## src/rtl/bin2bcd_seq.sv

```systemverilog
// Sequential 8-bit binary to 3-digit BCD converter (shift-and-add-3).
// Accepts unsigned (0..255) or two's complement (-128..127) input.
// Converts the magnitude in 8 shift cycles and reports the sign separately.
// The digit and sign outputs only change on the cycle that done pulses.
module bin2bcd_seq (
  input  logic       clk,
  input  logic       rst_n,
  input  logic       start,
  input  logic       sgn_mode,
  input  logic [7:0] din,
  output logic       busy,
  output logic       done,
  output logic       neg,
  output logic [3:0] d_hun,
  output logic [3:0] d_ten,
  output logic [3:0] d_one
);

  typedef enum logic {IDLE = 1'b0, SHIFT = 1'b1} state_t;

  state_t      state, state_nxt;
  logic [11:0] scratch;
  logic [11:0] scratch_adj;
  logic [11:0] scratch_shl;
  logic [7:0]  mag;
  logic [2:0]  cnt;
  logic        neg_int;
  logic        last;

  // A nibble of 5 or more would pass 9 after doubling, so pre-correct it by 3.
  function automatic logic [3:0] add3(input logic [3:0] n);
    return (n >= 4'd5) ? (n + 4'd3) : n;
  endfunction

  // Absolute value of din; -128 (8'h80) maps to 128, which still fits in 8 bits.
  function automatic logic [7:0] magnitude(input logic s, input logic [7:0] d);
    return (s & d[7]) ? (~d + 8'd1) : d;
  endfunction

  // Correction, shift and last-iteration detection for the current SHIFT edge.
  always_comb begin
    scratch_adj = {add3(scratch[11:8]), add3(scratch[7:4]), add3(scratch[3:0])};
    scratch_shl = {scratch_adj[10:0], mag[7]};
    last        = (state == SHIFT) && (cnt == 3'd7);
  end

  // State register.
  always_ff @(posedge clk or negedge rst_n) begin
    if (!rst_n) state <= IDLE;
    else        state <= state_nxt;
  end

  // Next-state logic: start launches a conversion, eight shifts end it.
  always_comb begin
    state_nxt = state;
    case (state)
      IDLE:    if (start) state_nxt = SHIFT;
      SHIFT:   if (last)  state_nxt = IDLE;
      default: state_nxt = IDLE;
    endcase
  end

  // Datapath and registered outputs; results are written only on the final shift.
  always_ff @(posedge clk or negedge rst_n) begin
    if (!rst_n) begin
      scratch <= 12'd0;
      mag     <= 8'd0;
      cnt     <= 3'd0;
      neg_int <= 1'b0;
      busy    <= 1'b0;
      done    <= 1'b0;
      neg     <= 1'b0;
      d_hun   <= 4'd0;
      d_ten   <= 4'd0;
      d_one   <= 4'd0;
    end else begin
      done <= 1'b0;
      case (state)
        IDLE: begin
          if (start) begin
            mag     <= magnitude(sgn_mode, din);
            neg_int <= sgn_mode & din[7];
            scratch <= 12'd0;
            cnt     <= 3'd0;
            busy    <= 1'b1;
          end
        end
        SHIFT: begin
          scratch <= scratch_shl;
          mag     <= {mag[6:0], 1'b0};
          cnt     <= cnt + 3'd1;
          if (last) begin
            d_hun <= scratch_shl[11:8];
            d_ten <= scratch_shl[7:4];
            d_one <= scratch_shl[3:0];
            neg   <= neg_int;
            done  <= 1'b1;
            busy  <= 1'b0;
          end
        end
        default: ;
      endcase
    end
  end

endmodule

```

## config.mk

```make
export PLATFORM = sky130hd
export DESIGN_NAME = bin2bcd_seq
export DESIGN_NICKNAME = d
export VERILOG_FILES = /design/src/rtl/bin2bcd_seq.sv
export SDC_FILE = /design/constraint.sdc
export NUM_CORES = 1
export LEC_CHECK = 0
export ABC_CLOCK_PERIOD_IN_PS = 4400
export CAP_MARGIN = 30
export CORE_MARGIN = 2
export CORE_UTILIZATION = 58
export DETAILED_ROUTE_END_ITERATION = 10
export PLACE_DENSITY = 0.8
export RECOVER_POWER = 100
export SYNTH_ARGS = -nofsm -noshare
export SYNTH_HDL_FRONTEND = slang
export SYNTH_SLANG_ARGS = --single-unit
```

## constraint.sdc

```tcl
create_clock -name clk -period 4.4 [get_ports clk]
set_clock_uncertainty 0.05 [all_clocks]
set_input_delay 1.32 -clock clk [delete_from_list [all_inputs] [get_ports clk]]
set_output_delay 1.32 -clock clk [all_outputs]
set_load 0.05 [all_outputs]
```

Word level (Yosys, flattened, before mapping)
Index checks and enable logic that the tools add are counted.
- add/subtract/negate cells: 5
- order comparisons: 3
- equal/unequal tests: 3
- mux-type cells: 18
- bitwise gates (word level): 3
- reductions and logical operators: 4
- operators by type and width (operator ; count):
    12-bit case mux with 2 select lines ; 1
    8-bit two-way mux ; 2
    8-bit case mux with 2 select lines ; 1
    4-bit by 3-bit greater-or-equal comparator with 1-bit output (second input constant) ; 3
    12-bit two-way mux ; 1
    4-bit by 2-bit adder with 4-bit output (second input constant) ; 2
    8-bit by 1-bit adder with 8-bit output (second input constant) ; 1
    4-bit two-way mux ; 2
    8-bit inverter ; 1
    1-bit two-way mux ; 6
    3-bit two-way mux ; 2
    3-bit case mux with 2 select lines ; 1
    2-bit AND reduction ; 3
    1-bit case mux with 2 select lines ; 2
    3-bit by 1-bit adder with 3-bit output (second input constant) ; 1
    3-bit by 2-bit adder with 3-bit output (second input constant) ; 1
    3-bit == test (second input constant) ; 1
    2-bit by 1-bit != test with 1-bit output (second input constant) ; 1
    2-bit != test (second input constant) ; 1
    1-bit AND ; 1
    1-bit logical AND ; 1
    1-bit inverter ; 1
- bits in registers: 40
- logic and storage cells: 47

Logic depth before layout (Yosys ltp)
Gate-level depths: netlist (run 1).
- word-level depth: 5
- gate-level depth with buffers: 6
- mapped depth without buffers: 6

Worst setup path before layout (run 1)
Ideal clock, no wire load.
- path type: input-to-reg
- start point: input port din[0]
- end point: register mag[4]
- library setup time: 0.064 ns
- arrival time: 2.313 ns
- data required time: 4.286 ns
- slack: 1.973 ns
- cell stages on the path: 6
- path buffers: 0
- cell sequence: inv_1 ha_1 nor3b_1 or3_1 a311oi_1 a21o_1
- cells in the longest elaborated chain, start to end: 5
- ends and longest elaborated chain (what ; line ; text):
    start, declared ; 10 ; input logic [7:0] din,
    8-bit inverter ; 37 ; return (s & d[7]) ? (~d + 8'd1) : d;
    8-bit by 1-bit adder with 8-bit output ; 37 ;
    8-bit two-way mux ; 37 ;
    8-bit two-way mux ; 80 ; if (start) begin
    8-bit case mux with 2 select lines ; 78 ; case (state)
    end signal, assigned ; 81 ; mag <= magnitude(sgn_mode, din);
    end signal, assigned ; 90 ; mag <= {mag[6:0], 1'b0};
    end, declared ; 25 ; logic [7:0] mag;
No other way between the ends. The select of a mux whose other input is x is not followed.
A chain may end at the register's enable or synchronous reset.

Worst setup path in the final report (run 1)
- start point: register d_ten[2]
- end point: output port d_ten[2]
- RTL lines (what ; line ; text):
    start, declared ; 15 ; output logic [3:0] d_ten,
    start signal, assigned ; 94 ; d_ten <= scratch_shl[7:4];
No word-level cell between the ends.

==> summary.txt, run 1 <==
================================================================================
Highest attainable clock frequency                                       339 MHz
Peak fanout along the critical path                                            2
Antenna cells                                                                  0
Starting Density                                                           0.601
Setup repair after global routing missed its margin                           no
Detailed placement HPWL                                                  2650 um
Post-synthesis sequential element count                                       40
Buffers & Inverters on Critical Path                                           1
Met2 Track Usage GR                                                        0.370
Arrival time at the worst endpoint                                       1580 ps
DRC errors left                                                                0
CTS hold repair buffers                                                        0
Width of the chip                                                        62.6 um
Critical Path End Type                                              primary output
Setup total negative slack                                                  0 ps
Kind of cell with the highest combined delay on the critical path   buffers and inverters
Post-layout util                                                           0.707
Number of clock buffers inserted by TritonCTS                                  5
Post-CTS resize count                                                          0
Die Span Y                                                               62.6 um
Gate count of the mapped netlist                                             185
Post-detailed-route via-to-cell ratio                                       5.56
CTS root buf                                                        sky130_fd_sc_hd__clkbuf_4
Met1 demand-to-capacity share in global routing                            0.264
Class of the worst hold path                                             reg2reg
Number of buffers inserted to repair setup after CTS                           0
Number of vias in the routed layout                                         1441
Share of the yosys chip area belonging to registers                        0.503
Syn Nets                                                                     206
Synth Cell Area                                                      0.00199 mm2
Floorplan row count                                                           21
Port bufs                                                                     26
Worst Setup Path Type                                                    reg2out
Routed length per placed instance                                        14.2 um
Net count reported at finish                                                 233
Number of antenna violations at the first check in global routing              0
Number of setup violations in the final report                                 0
Data required time of the worst path                                     3030 ps
Final period util                                                          0.670
GR Overflow Total                                                              0
Final Hold Viols                                                               0
Actual transition at the worst max-transition pin                        2050 ps
Worst stage delay on the critical path                                    870 ps
Relative contribution of sequential cells to total power                   0.362
Number of global-route vias before repair                                   1443
Placer congestion estimate                                                 0.825
Wire length reported by the detailed router                              3670 um
P&R area growth vs syn                                                     17.6%
Post-layout minimum cycle time                                           2950 ps
Failing checks                                                      capacitance limit, slew limit
Yosys warnings                                                                 0
Post-synth top area share                                                  0.503
Cell type contributing the most total cell area after synthesis     sky130_fd_sc_hd__dfrtp_1
Sw Share                                                                   0.435
Drt first-iter violations                                                    105
Dominant cells by area after synthesis                              sky130_fd_sc_hd__dfrtp_1 50%, sky130_fd_sc_hd__ha_1 5.7%, sky130_fd_sc_hd__mux2i_1 5.0%
Pin count of the biggest net entering global routing                          41
Share of total power in combinational logic                                0.530
First-pass GRT wire length                                               6610 um
GRT busiest layer                                                           met2
Leak                                                                  0.00112 uW
TritonCTS clock tree                                                         yes
Slowest stage cell on the critical path                             sky130_fd_sc_hd__dlygate4sd3_1
Power Density                                                         746 mW/mm2
Standard cell core area                                              0.00331 mm2
Clock-pin slew on the worst setup and hold paths                          110 ps
DIE AREA                                                             0.00392 mm2
Count of different cell masters after synthesis                               32
Worst-skew pair later-pin latency                                         340 ps
Maximum clock insertion buffer count                                           2
Power Internal                                                            987 uW
Sw power                                                                  759 uW
Setup crit start kind                                                  flip-flop
Relative slew slack                                                       -0.369
Share of total power in the clock network                                  0.108
Met3 Use GR                                                               0.0505
Layout cell share with drive strength beyond 1                            0.0845
Largest vdd supply drop                                                 0.400 mV
Max Cap Violations                                                             1
Synthesized area per cell                                               10.8 um2
List of cells traversed by the critical path                        dlygate4sd3_1
Remaining antenna violation count                                              0
Number of detailed-route iterations in the first pass                          4
Outcome                                                             complete, but fails checks
Number of pins with negative max-slew slack in the final report               41
Global routing usage summed across all routing layers                      0.215
Boundary Pins                                                                 27
Maximum level of the CTS H-tree                                                2
Sinks on Clock Net                                                            40
================================================================================
[layer usage]
metal	share of wire	wire, um
met1	0.43	1580
met2	0.51	1870
met3	0.041	152
met4	0.017	62
met5	0	0
[stage by stage]
step	total power [uW]	hold slack, ps	setup slack, ps	cells	cell area [um2]
after floorplan	1330	394	1970	185	1990
after global placement	1550	410	1250	251	2280
after detailed placement	1600	414	1200	251	2280
after CTS	1790	445	1480	259	2340
after global routing	1890	458	1130	259	2340
final	1750	435	1450	259	2340
[synth_stat cells (all sizes together)]
cell / instances
xnor2: 6
a311oi: 2
nor3b: 11
a21oi: 12
o31ai: 1
or4: 1
nor2: 10
xor2: 1
nand2b: 9
o21bai: 1
a22o: 3
nor3: 3
mux2i: 10
o41ai: 1
and2: 1
inv: 9
nand2: 12
a22oi: 1
or3: 1
buf: 2
a21o: 9
mux2: 8
dfrtp: 40
nor2b: 1
clkbuf: 5
o311ai: 1
nand3: 2
o21ai: 13
ha: 9
[state kept, by name, indices dropped and copies added (netlist names), 3 cells and up]
signal,flops
cnt,3
d_ten,4
d_hun,4
scratch,12
d_one,4
mag,8
[cell type report]
cell class	count	area (um2)
Fill cell	269	970
Clock buffer	8	58.8
Inverter	9	33.8
Sequential cell	40	1000
Multi-Input combinational cell	129	928
Timing Repair Buffer	27	262
Tap cell	46	57.6
[layout by cell type (no fill, tap or decap), types with 2 or more instances in the layout]
cell type                         synthesis  routed
sky130_fd_sc_hd__a311oi_1                 2       2
sky130_fd_sc_hd__o21ai_0                 12      13
sky130_fd_sc_hd__ha_1                     9       9
sky130_fd_sc_hd__nand2b_1                 9       9
sky130_fd_sc_hd__clkbuf_4                 0       5
sky130_fd_sc_hd__nor2_1                  10      10
sky130_fd_sc_hd__a21o_1                   9       9
sky130_fd_sc_hd__a21oi_1                 12      12
sky130_fd_sc_hd__clkdlybuf4s50_1          0       8
sky130_fd_sc_hd__clkbuf_1                 5       3
sky130_fd_sc_hd__dfrtp_1                 40      40
sky130_fd_sc_hd__dlygate4sd3_1            0      17
sky130_fd_sc_hd__inv_1                    8       9
sky130_fd_sc_hd__nor3_1                   3       3
sky130_fd_sc_hd__nand3_1                  2       2
sky130_fd_sc_hd__mux2_2                   8       8
sky130_fd_sc_hd__nand2_1                 12      12
sky130_fd_sc_hd__mux2i_1                 10      10
sky130_fd_sc_hd__nor3b_1                 11      11
sky130_fd_sc_hd__a22o_1                   3       3
sky130_fd_sc_hd__xnor2_1                  6       6
[path summary, 6_finish.rpt]
kind,endpoint,from,cells after the start,slack [ps]
min reg2reg,d_hun[3],d_hun[3],2,430
min,d_hun[3],d_hun[3],2,430
max in group asynchronous,mag[1],rst_n,1,1630
max reg2reg,d_one[2],cnt[0],5,2480
min in group asynchronous,d_ten[2],rst_n,1,1500
max,d_ten[2],d_ten[2],1,1450
[power by group through the flow]
stage	Sequential [uW]	Clock, uW	Combinational (uW)
after floorplan	838	0	494
after CTS	637	199	957
after global routing	659	216	1020
after detailed placement	646	0	954
final	633	188	925
after global placement	634	0	914
[cell families (layout without fill, tap and decap cells)]
group,Yosys count,count (layout),share of synthesized area
AO/OA/AOI/OAI,44,44,0.145
XOR/XNOR,7,7,0.0308
adder cells (fa/ha/maj),9,9,0.0566
buffers and inverters,16,44,0.0308
flip-flops,40,40,0.503
multiplexers,18,18,0.0955
AND/OR/NAND/NOR,51,51,0.139
No activity file was read; power rests on OpenSTA's default activity.
==> inputs of run 2 (changes only) <==
--- a/config.mk
+++ b/config.mk
@@ -5,12 +5,12 @@
 export SDC_FILE = /design/constraint.sdc
 export NUM_CORES = 1
 export LEC_CHECK = 0
-export ABC_CLOCK_PERIOD_IN_PS = 4400
+export ABC_CLOCK_PERIOD_IN_PS = 2400
 export CAP_MARGIN = 30
 export CORE_MARGIN = 2
-export CORE_UTILIZATION = 58
+export CORE_UTILIZATION = 49
 export DETAILED_ROUTE_END_ITERATION = 10
-export PLACE_DENSITY = 0.8
+export PLACE_DENSITY = 0.71
 export RECOVER_POWER = 100
 export SYNTH_ARGS = -nofsm -noshare
 export SYNTH_HDL_FRONTEND = slang
==> constraint.sdc (replaced) <==
create_clock -name clk -period 2.4 [get_ports clk]
set_clock_uncertainty 0.05 [all_clocks]
set_input_delay 0.72 -clock clk [delete_from_list [all_inputs] [get_ports clk]]
set_output_delay 0.72 -clock clk [all_outputs]
set_load 0.05 [all_outputs]
==> run 2 against run 1 <==
  * The run now ends clean
  * Sequential share of layout area is 1.9 points lower
  * Register-to-register slack worse by 2000 ps
  * First-iteration DRC count is 68% lower
  * Design area is 4.8% higher
  * Combinational power is 84% higher
  * Utilization is 8.5 points lower
  * Via count is 1.3% lower
  * Setup slack worse by 1300 ps
  * Clock power grew to 2.8 times the previous value
  * Clock-buffer cell count is 3 lower
  * Critical path type unchanged
  * Largest cell class unchanged
  * Largest power group unchanged
  * Highest routed layer unchanged
==> summary.txt, run 2 (synthesis gave the netlist of run 1 again) <==
==================================================================================
Outcome                                                                  completed
Floorplan row count                                                             23   +9.5%
Fill cell instance count of the final layout                                   306   +14%
Post-detailed-route via-to-cell ratio                                         5.27   -5.3%
Stages on worst setup path                                                       1   unchanged
CTS hold repair buffers                                                          0   unchanged
Buffers & Inverters on Critical Path                                             1   unchanged
Number of clock buffers inserted by TritonCTS                                    5   unchanged
TritonCTS clock tree                                                           yes
Port bufs                                                                       26   unchanged
Actual transition at the worst max-transition pin                          1250 ps   -805 ps
Final Hold Viols                                                                 0   unchanged
Biggest register                                                           scratch
Die Span Y                                                                 67.7 um   +8.2%
Slowest stage cell on the critical path                               sky130_fd_sc_hd__dlygate4sd3_1
Critical Path End                                                         d_one[2]
Reg-to-reg setup timing slack                                               460 ps   -2020 ps
Max Cap Violations                                                               0   -1
Data required time of the worst path                                       1630 ps   -1400 ps
Post-route non-filler standard cell count                                      270   +4.2%
GR Overflow Total                                                                0   unchanged
Commonest cells after routing, fill and taps aside                    40 x sky130_fd_sc_hd__dfrtp_1, 13 x sky130_fd_sc_hd__o21ai_0, 13 x sky130_fd_sc_hd__dlygate4sd3_1
Routed length per placed instance                                          13.4 um   -5.6%
Wire length reported by the detailed router                                3610 um   -1.6%
Layout cell share with drive strength beyond 1                               0.109   +0.0246
Setup crit start kind                                                    flip-flop
Number of antenna violations at the first check in global routing                0   unchanged
Relative contribution of sequential cells to total power                     0.341   -0.021
Worst-skew pair later-pin latency                                           290 ps   -50 ps
Number of buffers inserted to repair setup after CTS                             0   unchanged
Placed cell count                                                              262   +4.4%
Pin count of the biggest net entering global routing                            41   unchanged
Worst stage delay on the critical path                                      880 ps   about the same
Final period util                                                            0.950
Clock-pin slew on the worst setup and hold paths                             80 ps   -30 ps
CTS root buf                                                          sky130_fd_sc_hd__clkbuf_8
Standard cell core area                                                0.00394 mm2   +19%
List of cells traversed by the critical path                          dlygate4sd3_1
Reg2Reg Launch Point                                                        cnt[0]
Setup repair after global routing missed its margin                             no
P&R area growth vs syn                                                       23.2%
Leak                                                                    0.00116 uW   +3.7%
Detailed placement HPWL                                                    2740 um   +3.3%
Width of the chip                                                          67.7 um   +8.2%
Worst Setup Path Type                                                      reg2out
Relative slew slack                                                          0.168   +0.537
Number of global-route vias before repair                                     1446   +0.21%
Number of detailed-route iterations in the first pass                            4   unchanged
Post-CTS resize count                                                            0   unchanged
Highest attainable clock frequency                                         438 MHz
First-pass GRT wire length                                                 6410 um   -3.0%
Global routing usage summed across all routing layers                        0.192   -0.0225
Class of the worst hold path                                               reg2reg
Worst Min Path Start                                                      d_one[3]
Kind of cell with the highest combined delay on the critical path     buffers and inverters
Arrival time at the worst endpoint                                         1510 ps   -70 ps
Power Density                                                          1380 mW/mm2   +86%
Peak fanout along the critical path                                              2   unchanged
Flip-flop count of the largest register, all copies and words added             12   unchanged
Post-Place Setup Slack                                                    -27.0 ps   -1230 ps
Minimum setup slack in the final design                                     119 ps   -1330 ps
Starting Density                                                             0.505   -0.0964
Sw Share                                                                     0.415   -0.0199
DIE AREA                                                               0.00459 mm2   +17%
Share of total power in combinational logic                                  0.501   -0.029
Number of pins with negative max-slew slack in the final report                  0   -100%
Sw power                                                                   1410 uW   +86%
Power Internal                                                             1990 uW   +100%
Capture instance of the worst register-to-register path                   d_one[2]
Launch point of the worst path                                            d_one[2]
Sinks on Clock Net                                                              40   unchanged
Hold Worst Slack                                                            431 ps   -3.74 ps
Share of total power in the clock network                                    0.158   +0.050
Number of vias in the routed layout                                           1422   -1.3%
Critical Path End Type                                                primary output
Remaining antenna violation count                                                0   unchanged
Maximum clock insertion buffer count                                             2   unchanged
Placer congestion estimate                                                   0.721   -13%
Number of setup violations in the final report                                   0   unchanged
DRC errors left                                                                  0   unchanged
Antenna cells                                                                    0   unchanged
Post-layout minimum cycle time                                             2280 ps
Maximum level of the CTS H-tree                                                  2   unchanged
Drt first-iter violations                                                       34   -68%
Cell depth of the worst flop-to-flop path                                        5   unchanged
Largest vdd supply drop                                                   0.545 mV   +36%
Boundary Pins                                                                   27   unchanged
Net count reported at finish                                                   240   +3.0%
Commonest non-fill, non-tap cell in the layout                        sky130_fd_sc_hd__dfrtp_1
Registers with the most flip-flops                                    scratch (12), mag (8)
==================================================================================
==> run 2: changes by cell type in the layout (fill, tap and decap cells not counted), sizes merged <==
cell and delta:
dlygate4sd3 -4, clkinvlp +1, clkdlybuf4s50 +4, bufinv +1, buf +4, clkinv +1
==> run 2: worst min-delay path by stage <==
stage	endpoint	slack (ps)	cells past startpoint
floorplan	busy	370	0
global placement	mag[3]	410	2
detailed placement	d_one[3]	420	2
CTS	d_ten[3]	350	1
global route	d_ten[3]	460	2
finish	d_one[3]	430	2
==> run 2: final cells by class <==
cell class              instances  area (um2)  area share
clock inverters                 3        42.5      0.0173
flip-flops and latches         40        1000       0.408
repair buffers                 34         315       0.129
well taps                      50        62.6      0.0255
inverters                       9        33.8      0.0138
clock buffers                   5        68.8      0.0281
multi-input cells             129         928       0.379
==> run 2: layer usage <==
metal  wire [um]  up-vias  global-route usage  part of all wire
li1            -      717                   -                 -
met1        1640      677               0.220              0.45
met2        1770       22               0.320              0.49
met3         133        6              0.0583             0.037
met4          72        0               0.105             0.020
met5           0        -                   0                 0
==> run 2: metrics by stage <==
stage | power, uW | setup TNS, ps | utilization | instance area (um2)
CTS | 3480 | 0 | 0.625 | 2460
detailed placement | 2930 | -27.0 | 0.597 | 2350
global placement | 2850 | 0 | 0.597 | 2350
floorplan | 2440 | 0 | - | 1990
finish | 3390 | 0 | 0.622 | 2450
global route | 3670 | 0 | 0.622 | 2450
==> run 2: power by group through the flow <==
stage                     clock, uW  sequential [uW]  combinational [uW]
final                           535             1160                1700
after global routing            595             1200                1880
after CTS                       555             1170                1760
after detailed placement          0             1180                1760
after global placement            0             1160                1690
after floorplan                   0             1540                 906
